--- src/rtl/output_channel_scheduler.sv ---
// Drives the wavelet output multiplexer select: manual pass-through or round-robin
// scan of enabled channels with per-channel dwell, plus tags aligned to the mux output.
module output_channel_scheduler #(
  parameter int NUM_FILTERS = 8,
  parameter int DWELL_WIDTH = 8
) (
  input  logic                   clk,
  input  logic                   rst,
  input  logic                   i_scan_enable,
  input  logic [7:0]             i_manual_channel,
  input  logic [NUM_FILTERS-1:0] i_channel_enable_mask,
  input  logic [DWELL_WIDTH-1:0] i_dwell_samples,
  input  logic                   i_sample_valid,
  output logic [7:0]             o_select_output_channel,
  output logic                   o_out_valid,
  output logic [7:0]             o_out_channel,
  output logic                   o_frame_start,
  output logic                   o_scan_active
);

  typedef enum logic [1:0] {IDLE, MANUAL, SCAN} state_e;

  state_e                 state_q, state_d;
  logic [7:0]             sel_q, sel_d;
  logic [DWELL_WIDTH-1:0] cnt_q, cnt_d;
  logic                   pend_q, pend_d;
  logic                   vld_q, vld_d;
  logic [7:0]             och_q, och_d;
  logic                   fs_q, fs_d;

  // Priority rotate: first enabled channel strictly above cur, wrapping around.
  function automatic logic [7:0] next_en(input logic [NUM_FILTERS-1:0] m,
                                         input logic [7:0] cur);
    logic [7:0]             r;
    logic [NUM_FILTERS-1:0] sh;
    int                     idx;
    r = cur;
    for (int i = NUM_FILTERS; i >= 1; i--) begin
      idx = int'(cur) + i;
      if (idx >= NUM_FILTERS) idx -= NUM_FILTERS;
      sh = m >> idx;
      if (sh[0]) r = 8'(idx);
    end
    return r;
  endfunction

  function automatic logic [7:0] lowest_en(input logic [NUM_FILTERS-1:0] m);
    logic [7:0]             r;
    logic [NUM_FILTERS-1:0] sh;
    r = 8'd0;
    for (int i = NUM_FILTERS - 1; i >= 0; i--) begin
      sh = m >> i;
      if (sh[0]) r = 8'(i);
    end
    return r;
  endfunction

  logic [NUM_FILTERS-1:0] cur_sh;
  logic                   cur_dis;
  logic [7:0]             nxt;
  assign cur_sh  = i_channel_enable_mask >> sel_q;
  assign cur_dis = ~cur_sh[0];
  assign nxt     = next_en(i_channel_enable_mask, sel_q);

  always_comb begin
    state_d = state_q;
    sel_d   = sel_q;
    cnt_d   = cnt_q;
    pend_d  = pend_q;
    vld_d   = 1'b0;
    och_d   = och_q;
    fs_d    = 1'b0;

    if (!i_scan_enable)                  state_d = MANUAL;
    else if (i_channel_enable_mask == '0) state_d = IDLE;
    else                                 state_d = SCAN;

    // Tag uses the select currently presented to the mux.
    if (i_sample_valid && state_q != IDLE) begin
      vld_d = 1'b1;
      och_d = sel_q;
      fs_d  = (state_q == SCAN) && pend_q;
      pend_d = 1'b0;
    end

    case (state_d)
      IDLE: begin
        sel_d  = 8'd0;
        cnt_d  = '0;
        pend_d = 1'b0;
      end
      MANUAL: begin
        sel_d  = (int'(i_manual_channel) < NUM_FILTERS) ? i_manual_channel : 8'd0;
        cnt_d  = '0;
        pend_d = 1'b0;
      end
      default: begin
        if (state_q != SCAN) begin
          sel_d  = lowest_en(i_channel_enable_mask);
          cnt_d  = '0;
          pend_d = 1'b1;
        end else if ((i_sample_valid && (cnt_q >= i_dwell_samples)) || cur_dis) begin
          sel_d = nxt;
          cnt_d = '0;
          if (nxt <= sel_q) pend_d = 1'b1;
        end else if (i_sample_valid) begin
          cnt_d = cnt_q + DWELL_WIDTH'(1);
        end
      end
    endcase
  end

  always_ff @(posedge clk) begin
    if (rst) begin
      state_q <= IDLE;
      sel_q   <= 8'd0;
      cnt_q   <= '0;
      pend_q  <= 1'b0;
      vld_q   <= 1'b0;
      och_q   <= 8'd0;
      fs_q    <= 1'b0;
    end else begin
      state_q <= state_d;
      sel_q   <= sel_d;
      cnt_q   <= cnt_d;
      pend_q  <= pend_d;
      vld_q   <= vld_d;
      och_q   <= och_d;
      fs_q    <= fs_d;
    end
  end

  assign o_select_output_channel = sel_q;
  assign o_out_valid             = vld_q;
  assign o_out_channel           = och_q;
  assign o_frame_start           = fs_q;
  assign o_scan_active           = (state_q == SCAN);

endmodule

--- config.mk ---
export PLATFORM = sky130hd
export DESIGN_NAME = output_channel_scheduler
export DESIGN_NICKNAME = d
export VERILOG_FILES = /design/src/rtl/output_channel_scheduler.sv
export SDC_FILE = /design/constraint.sdc
export NUM_CORES = 1
export LEC_CHECK = 0
export ABC_AREA = 1
export CAP_MARGIN = 25
export CORE_MARGIN = 4
export CORE_UTILIZATION = 30
export DETAILED_ROUTE_END_ITERATION = 6
export MAX_ROUTING_LAYER = met4
export PLACE_DENSITY_LB_ADDON = 0.15
export SETUP_SLACK_MARGIN = 0.3
export SLEW_MARGIN = 10
export SYNTH_ARGS = -nofsm -noshare
export SYNTH_HDL_FRONTEND = slang
export SYNTH_SLANG_ARGS = --single-unit
--- constraint.sdc ---
create_clock -name clk -period 5.54 [get_ports clk]
set_input_delay 0.831 -clock clk [delete_from_list [all_inputs] [get_ports clk]]
set_output_delay 0.831 -clock clk [all_outputs]
set_load 0.1 [all_outputs]
# Word-level counts from Yosys, hierarchy flattened
# Cells that the tools add are included.
dict set report totals {
  regBits 29
  latchBits 0
  ram_bits 0
  mem_bits_ro 0
  output_inout_bits 19
  elab_cells 95
  memories 0
}
dict set report classes {
  n_addsub 17
  mul 0
  n_div 0
  order_cmp 11
  eq_ne 3
  shifts 9
  muxes 35
  n_bitwise 2
  reduce_logical 11
}
# operator n
set op_table {}
lappend op_table {{32-bit two-way mux} 8}
lappend op_table {{8-bit by 32-bit right shift with 1-bit output} 8}
lappend op_table {{8-bit two-way mux} 18}
lappend op_table {{9-bit by 4-bit subtractor with 10-bit output, second input constant} 8}
lappend op_table {{9-bit by 4-bit greater-or-equal comparator with 1-bit output, second input constant} 8}
lappend op_table {{8-bit by 3-bit adder with 9-bit output, second input constant} 4}
lappend op_table {{8-bit by 2-bit adder with 9-bit output, second input constant} 2}
lappend op_table {{8-bit case mux with 2 select lines} 1}
lappend op_table {{8-bit by 1-bit adder with 9-bit output, second input constant} 1}
lappend op_table {{8-bit by 4-bit adder with 9-bit output, second input constant} 1}
lappend op_table {{8-bit by 1-bit adder with 8-bit output, second input constant} 1}
lappend op_table {{8-bit greater-or-equal comparator} 1}
lappend op_table {{8-bit less-or-equal comparator} 1}
lappend op_table {{8-bit zero test} 1}
lappend op_table {{8-bit by 4-bit less-than comparator with 1-bit output, second input constant} 1}
lappend op_table {{8-bit by 8-bit right shift with 1-bit output} 1}
lappend op_table {{1-bit two-way mux} 5}
lappend op_table {{5-bit OR reduction} 1}
lappend op_table {{2-bit two-way mux} 2}
lappend op_table {{4-bit nonzero test} 1}
lappend op_table {{1-bit logical AND} 3}
lappend op_table {{3-bit two-way mux} 1}
lappend op_table {{3-bit OR reduction} 1}
lappend op_table {{2-bit by 1-bit equality test with 1-bit output, second input constant} 1}
lappend op_table {{other kinds (7)} 8}

# Longest topological paths before layout
dict set report depth {
  ltp_word 16
  mapped_depth 32
  ltp_nobuf 31
}

# Worst setup path before layout
# OpenSTA, ideal clock, no wires.
dict set report synth_timing {
  path_type {register to register}
  startpoint {reg sel_q[1] (netlist: o_select_output_channel[1])}
  endpoint {reg pend_q}
  setup_ps 200
  arrival_time_ps 4263
  required_time_ps 5340
  path_slack_ps 1077
  path_stages_with_launch 28
  n_path_buf 0
  synth_period_minus_slack_ps 4463
  cell_sequence {dfxtp_1 -> clkinv_1 -> ha_1 -> inv_1 -> nand2_1 -> nand2_1 -> nand2_1 -> nand2_1 -> inv_1 -> ha_1 -> nand3b_1 -> nand4_1 -> nor2_2 -> nand3_1 -> nand3_1 -> nand2_1 -> nand2_1 -> nand2_1 -> nand2_1 -> a21boi_0 -> ha_1 -> a21oi_1 -> o21ai_0 -> nand2_1 -> o211ai_1 -> o21ai_0 -> a22oi_1 -> a21boi_0}
}
dict set report synth_via {
  elab_chain_cells 16
}
# item line_no
set synth_lines {}
lappend synth_lines {{from (decl)} 24} ;# logic [7:0] sel_q, sel_d;
lappend synth_lines {{from (signal assigned)} 124} ;# sel_q <= sel_d;
lappend synth_lines {{8-bit by 4-bit adder with 9-bit output} 39} ;# idx = int'(cur) + i;
lappend synth_lines {{9-bit by 4-bit subtractor with 10-bit output or 9-bit by 4-bit greater-or-equal comparator with 1-bit output (tied branches)} 40} ;# if (idx >= NUM_FILTERS) idx -= NUM_FILTERS;
lappend synth_lines {{32-bit two-way mux} 40}
lappend synth_lines {{8-bit by 32-bit right shift with 1-bit output} 41} ;# sh = m >> idx;
lappend synth_lines {{8-bit two-way mux (8 in series)} 42} ;# if (sh[0]) r = 8'(idx);
lappend synth_lines {{8-bit less-or-equal comparator} 105} ;# if (nxt <= sel_q) pend_d = 1'b1;
lappend synth_lines {{1-bit two-way mux} 105}
lappend synth_lines {{1-bit two-way mux *} 102} ;# end else if ((i_sample_valid && (cnt_q >= i_dwell_samples)) || cur_dis) begin
lappend synth_lines {{1-bit two-way mux *} 98} ;# if (state_q != SCAN) begin
lappend synth_lines {{to (signal assigned)} 126} ;# pend_q <= pend_d;
lappend synth_lines {{to (decl)} 26} ;# logic pend_q, pend_d;
# Mark *: on every way between the ends. The rest lies on a longest branch, timed or not.
# A chain may end at the register's enable or synchronous reset.

# Final worst setup path
# Ends and elaborated chain as after synthesis.

==> out/summary.md <==
The worst register-to-register path begins at o_select_output_channel[1]$_SDFFE_PP0P_. Setup violations remaining at the end of the flow were counted as 0. After technology mapping, the gate count stands at 580.

TritonCTS built the clock tree. For the number of antenna violations at the first check in global routing, the log shows 0. The cell sitting at the root of the clock tree is a sky130_fd_sc_hd__clkbuf_16.

The logs give 770 for the non-filler instance count after layout and 0 for the final number of hold-violating endpoints. Combined buffer and inverter count along the critical path: 3. The hold-fix buffer count after cts was 0. The cell that appears most often on the critical path is sky130_fd_sc_hd__nand2_1. STA classifies the critical path startpoint as a flop. Including well taps, the total number of placed cells is 762. The worst setup path is of the reg2reg kind.

Once layout is done, the placed cells without fillers occupy 4315 um^2. The most critical setup path has its startpoint at o_select_output_channel[1]$_SDFFE_PP0P_. The detail-routed net length per standard cell came out at 15.43 um. The first TritonRoute pass finished after 5 iterations.

The I/O pin total is 47. Upper clock frequency limit: 0.2473 GHz. Setup repair after global routing left no endpoint under its margin. Once the clock tree was built, the resizer swapped 0 gates to a different size.

Relative to the synthesized area, the layout overhead comes to 21.32%. In this run the cell area of the synthesized design comes to 3557 um^2. Number of flops mapped to enable cells by yosys: 0. Synthesis produced a netlist with a net count of 646.

The tools report the final weighted congestion in routability-driven placement as 1.032. The run gives 37.47% as the final core utilization. The clock latency of the later-clocked register in the worst-skew pair was 0.27 ns; the period utilization was 72.99%. The max-slew violation count is 0, and the clock period minus worst slack is 4.044 ns. For the number of warnings printed during yosys synthesis, the log shows 0.

The run finished with clean final reports. Category of cells accounting for the largest share of critical-path delay: simple AND/OR/NAND/NOR gates. Across the VDD grid, the largest voltage drop is 0.1101 mV.

For the pin count of the biggest net entering global routing, the log shows 18. The post-route netlist has 8.293% of its cells at a drive strength greater than 1. The number of antenna diodes in the final layout is 0. The first global-routing pass estimated 19,090 um of wire. For this run, asynchronously set or reset flops after synthesis account for 0%.

The die area was 13,660 um^2; the average size of a mapped cell was 6.133 um^2. The floorplan core area came out at 11,520 um^2. For this run, design rule violations remaining after detail routing come to 0. The worst setup skew after layout was 0.004408 ns; the post-detailed-route via-to-cell ratio was 5.118.

The tools report the number of buffers added for setup after CTS as 0. The die is 116.9 um wide. The worst-case setup margin in the final layout is 1.496 ns.

The slowest stage of the critical path is the sky130_fd_sc_hd__dfxtp_1 cell. The die is 116.9 um tall. The logs give 5 for the number of CTS-inserted buffers and 4158 um^2 for the cell area after placement.

The tools report the endpoint kind of the worst setup timing path as a flop. In the global route stage, overall resource usage came out at 18.30%. For this design, the sink count on the clock tree is 29. Prior to clock tree synthesis, the placed netlist has a worst setup slack of 1.508 ns. For the pin with the worst max-slew slack, the measured transition is 1.026 ns.

At the worst endpoint, the arrival time is 4.19 ns. The H-tree level count is 2. In this run the most critical hold path is launched from pend_q$_SDFF_PP0_. The part of the Yosys area used for sequential elements is 16.32%, and the critical-path maximum fanout is 15. The detailed router placed 3,941 vias in this run. The worst hold path belongs to the class reg2reg. Summed over all layers, the routed wires come to 11,880 um. After synthesis the netlist holds a flip-flop and latch count of 29.

After clock tree synthesis, the clock-pin slew on the worst setup and hold paths is 0.05 ns. The total global routing overflow came out at 0. For this run, the post-layout net count is 692. Across the run, the number of max-cap violations was 0. For the maximum count of clock buffers along a single path, the log shows 2. Row generation in the floorplan step produced 39 rows. The tools report the accumulated negative setup slack as 0 ns. The relative slew slack came out at 31.39%.

In the synthesized netlist the dominant register cell turns out to be sky130_fd_sc_hd__dfxtp_1. On the worst path, the slowest cell contributes a delay of 0.31 ns. The run gives 2.162 nW as the static leakage. The number of DRC markers after the initial detailed-route iteration is 224, and the power per unit of standard cell area is 191.4 nW/um^2. The required time of the critical path came out at 5.68 ns.

The logs give 3,722 for the number of global-route vias before repair and 51 for the number of distinct standard cells referenced by the synthesized netlist. The initial cell density of the core was 30.89%; the HPWL after detailed placement was 9550 um. In this run the remaining antenna-violating nets after routing total 0.

The number of input and output port buffers inserted was 46.
where the power goes:
group | leakage [nW] | switching [mW] | internal (mW)
clock network | 0.0799 | 0.0902 | 0.190
logic | 1.85 | 0.219 | 0.108
registers | 0.236 | 0.00334 | 0.216
cells in the final DEF, fill, tap and decap left out, types with 2 or more instances in the layout:
cell / synthesis / layout
sky130_fd_sc_hd__nand3_1: 62 / 62
sky130_fd_sc_hd__or2_1: 3 / 3
sky130_fd_sc_hd__clkdlybuf4s50_1: 0 / 46
sky130_fd_sc_hd__clkbuf_16: 0 / 5
sky130_fd_sc_hd__dfxtp_1: 29 / 29
sky130_fd_sc_hd__nand3b_1: 2 / 2
sky130_fd_sc_hd__a21oi_2: 3 / 3
sky130_fd_sc_hd__nand2_2: 5 / 5
sky130_fd_sc_hd__buf_4: 3 / 6
sky130_fd_sc_hd__a21boi_0: 2 / 2
sky130_fd_sc_hd__clkbuf_8: 0 / 2
sky130_fd_sc_hd__xnor2_1: 2 / 2
sky130_fd_sc_hd__nor2_2: 6 / 6
sky130_fd_sc_hd__nor2_1: 46 / 46
sky130_fd_sc_hd__o211ai_1: 2 / 2
sky130_fd_sc_hd__nor2_4: 2 / 2
sky130_fd_sc_hd__o22ai_1: 4 / 4
sky130_fd_sc_hd__o21ai_0: 28 / 28
sky130_fd_sc_hd__nor4_1: 2 / 2
sky130_fd_sc_hd__inv_2: 8 / 8
sky130_fd_sc_hd__nor3_1: 4 / 4
sky130_fd_sc_hd__xor2_1: 13 / 13
sky130_fd_sc_hd__a21oi_1: 31 / 31
sky130_fd_sc_hd__o21ai_2: 3 / 3
sky130_fd_sc_hd__inv_1: 72 / 72
sky130_fd_sc_hd__nand4_1: 11 / 11
sky130_fd_sc_hd__o311ai_0: 2 / 2
sky130_fd_sc_hd__ha_1: 38 / 38
sky130_fd_sc_hd__xor2_2: 2 / 2
sky130_fd_sc_hd__nand2_1: 161 / 161
sky130_fd_sc_hd__o21ai_1: 4 / 4
path summary, 6_finish.rpt:
path                               to  slack [ns]  depth (start not counted)
max                 pend_q$_SDFF_PP0_        1.50                         28
min reg2reg  o_frame_start$_SDFF_PP0_        0.45                          2
min          o_frame_start$_SDFF_PP0_        0.45                          2
max reg2reg         pend_q$_SDFF_PP0_        1.50                         28
logic make-up after synthesis:
logic type	Yosys count	synth area share [%]
and+or+nand+nor	311	39.33
buffers and inverters	96	11.40
AOI/OAI and AO/OA	89	14.98
adders and majority gates	38	13.37
DFF	29	16.32
xor gates and xnor gates	17	4.608
cell type report:
class / instances / area [um^2]
tap: 143 / 178.9
timing repair buffer: 52 / 505.5
clock buffer: 7 / 152.6
inverter: 83 / 321.6
clock inverter: 1 / 5.005
multi-input combinational: 455 / 2571
fill: 1250 / 7201
sequential: 29 / 580.6
layer usage:
layer	GRT usage [%]	up-vias	part of all wire, %
met5	-	-	0
met4	7.951	0	4.0
met3	3.548	37	6.2
met2	28.02	135	43
met1	23.47	1768	47
li1	-	2001	-
stage by stage:
stage / total power, mW / hold WS, ns
after floorplan: 0.4554 / 0.4171
after global placement: 0.5476 / 0.4528
after detailed placement: 0.5483 / 0.4455
after CTS: 0.8322 / 0.4516
after global routing: 0.8884 / 0.4853
final: 0.8260 / 0.4488
Yosys cell counts (4+ instances only):
| cell type | count | area [um^2] |
|---|---|---|
| sky130_fd_sc_hd__nand2_2 | 5 | 31.28 |
| sky130_fd_sc_hd__nor3_1 | 4 | 20.02 |
| sky130_fd_sc_hd__nand4_1 | 11 | 68.82 |
| sky130_fd_sc_hd__dfxtp_1 | 29 | 580.6 |
| sky130_fd_sc_hd__nor2_2 | 6 | 37.54 |
| sky130_fd_sc_hd__nand3_1 | 62 | 310.3 |
| sky130_fd_sc_hd__o21ai_0 | 28 | 140.1 |
| sky130_fd_sc_hd__clkbuf_1 | 6 | 22.52 |
| sky130_fd_sc_hd__o22ai_1 | 4 | 25.02 |
| sky130_fd_sc_hd__inv_2 | 8 | 30.03 |
| sky130_fd_sc_hd__nor2_1 | 46 | 172.7 |
| sky130_fd_sc_hd__o21ai_1 | 4 | 20.02 |
| sky130_fd_sc_hd__inv_1 | 72 | 270.3 |
| sky130_fd_sc_hd__nand2_1 | 161 | 604.3 |
| sky130_fd_sc_hd__xor2_1 | 13 | 113.9 |
| sky130_fd_sc_hd__ha_1 | 38 | 475.5 |
| sky130_fd_sc_hd__a21oi_1 | 31 | 155.2 |
worst min-delay path, delay by kind of cell (launching register included):
kind	cells	cell delay, ns
flops	1	0.31
simple gates	2	0.09
flip-flops by register name, indices dropped and copies added (netlist names):
signal and count:
cnt_q 8, o_frame_start 1, o_out_channel 8, o_out_valid 1, o_select_output_channel 8, pend_q 1
state_q 2
(Power assumes the default switching activity.)
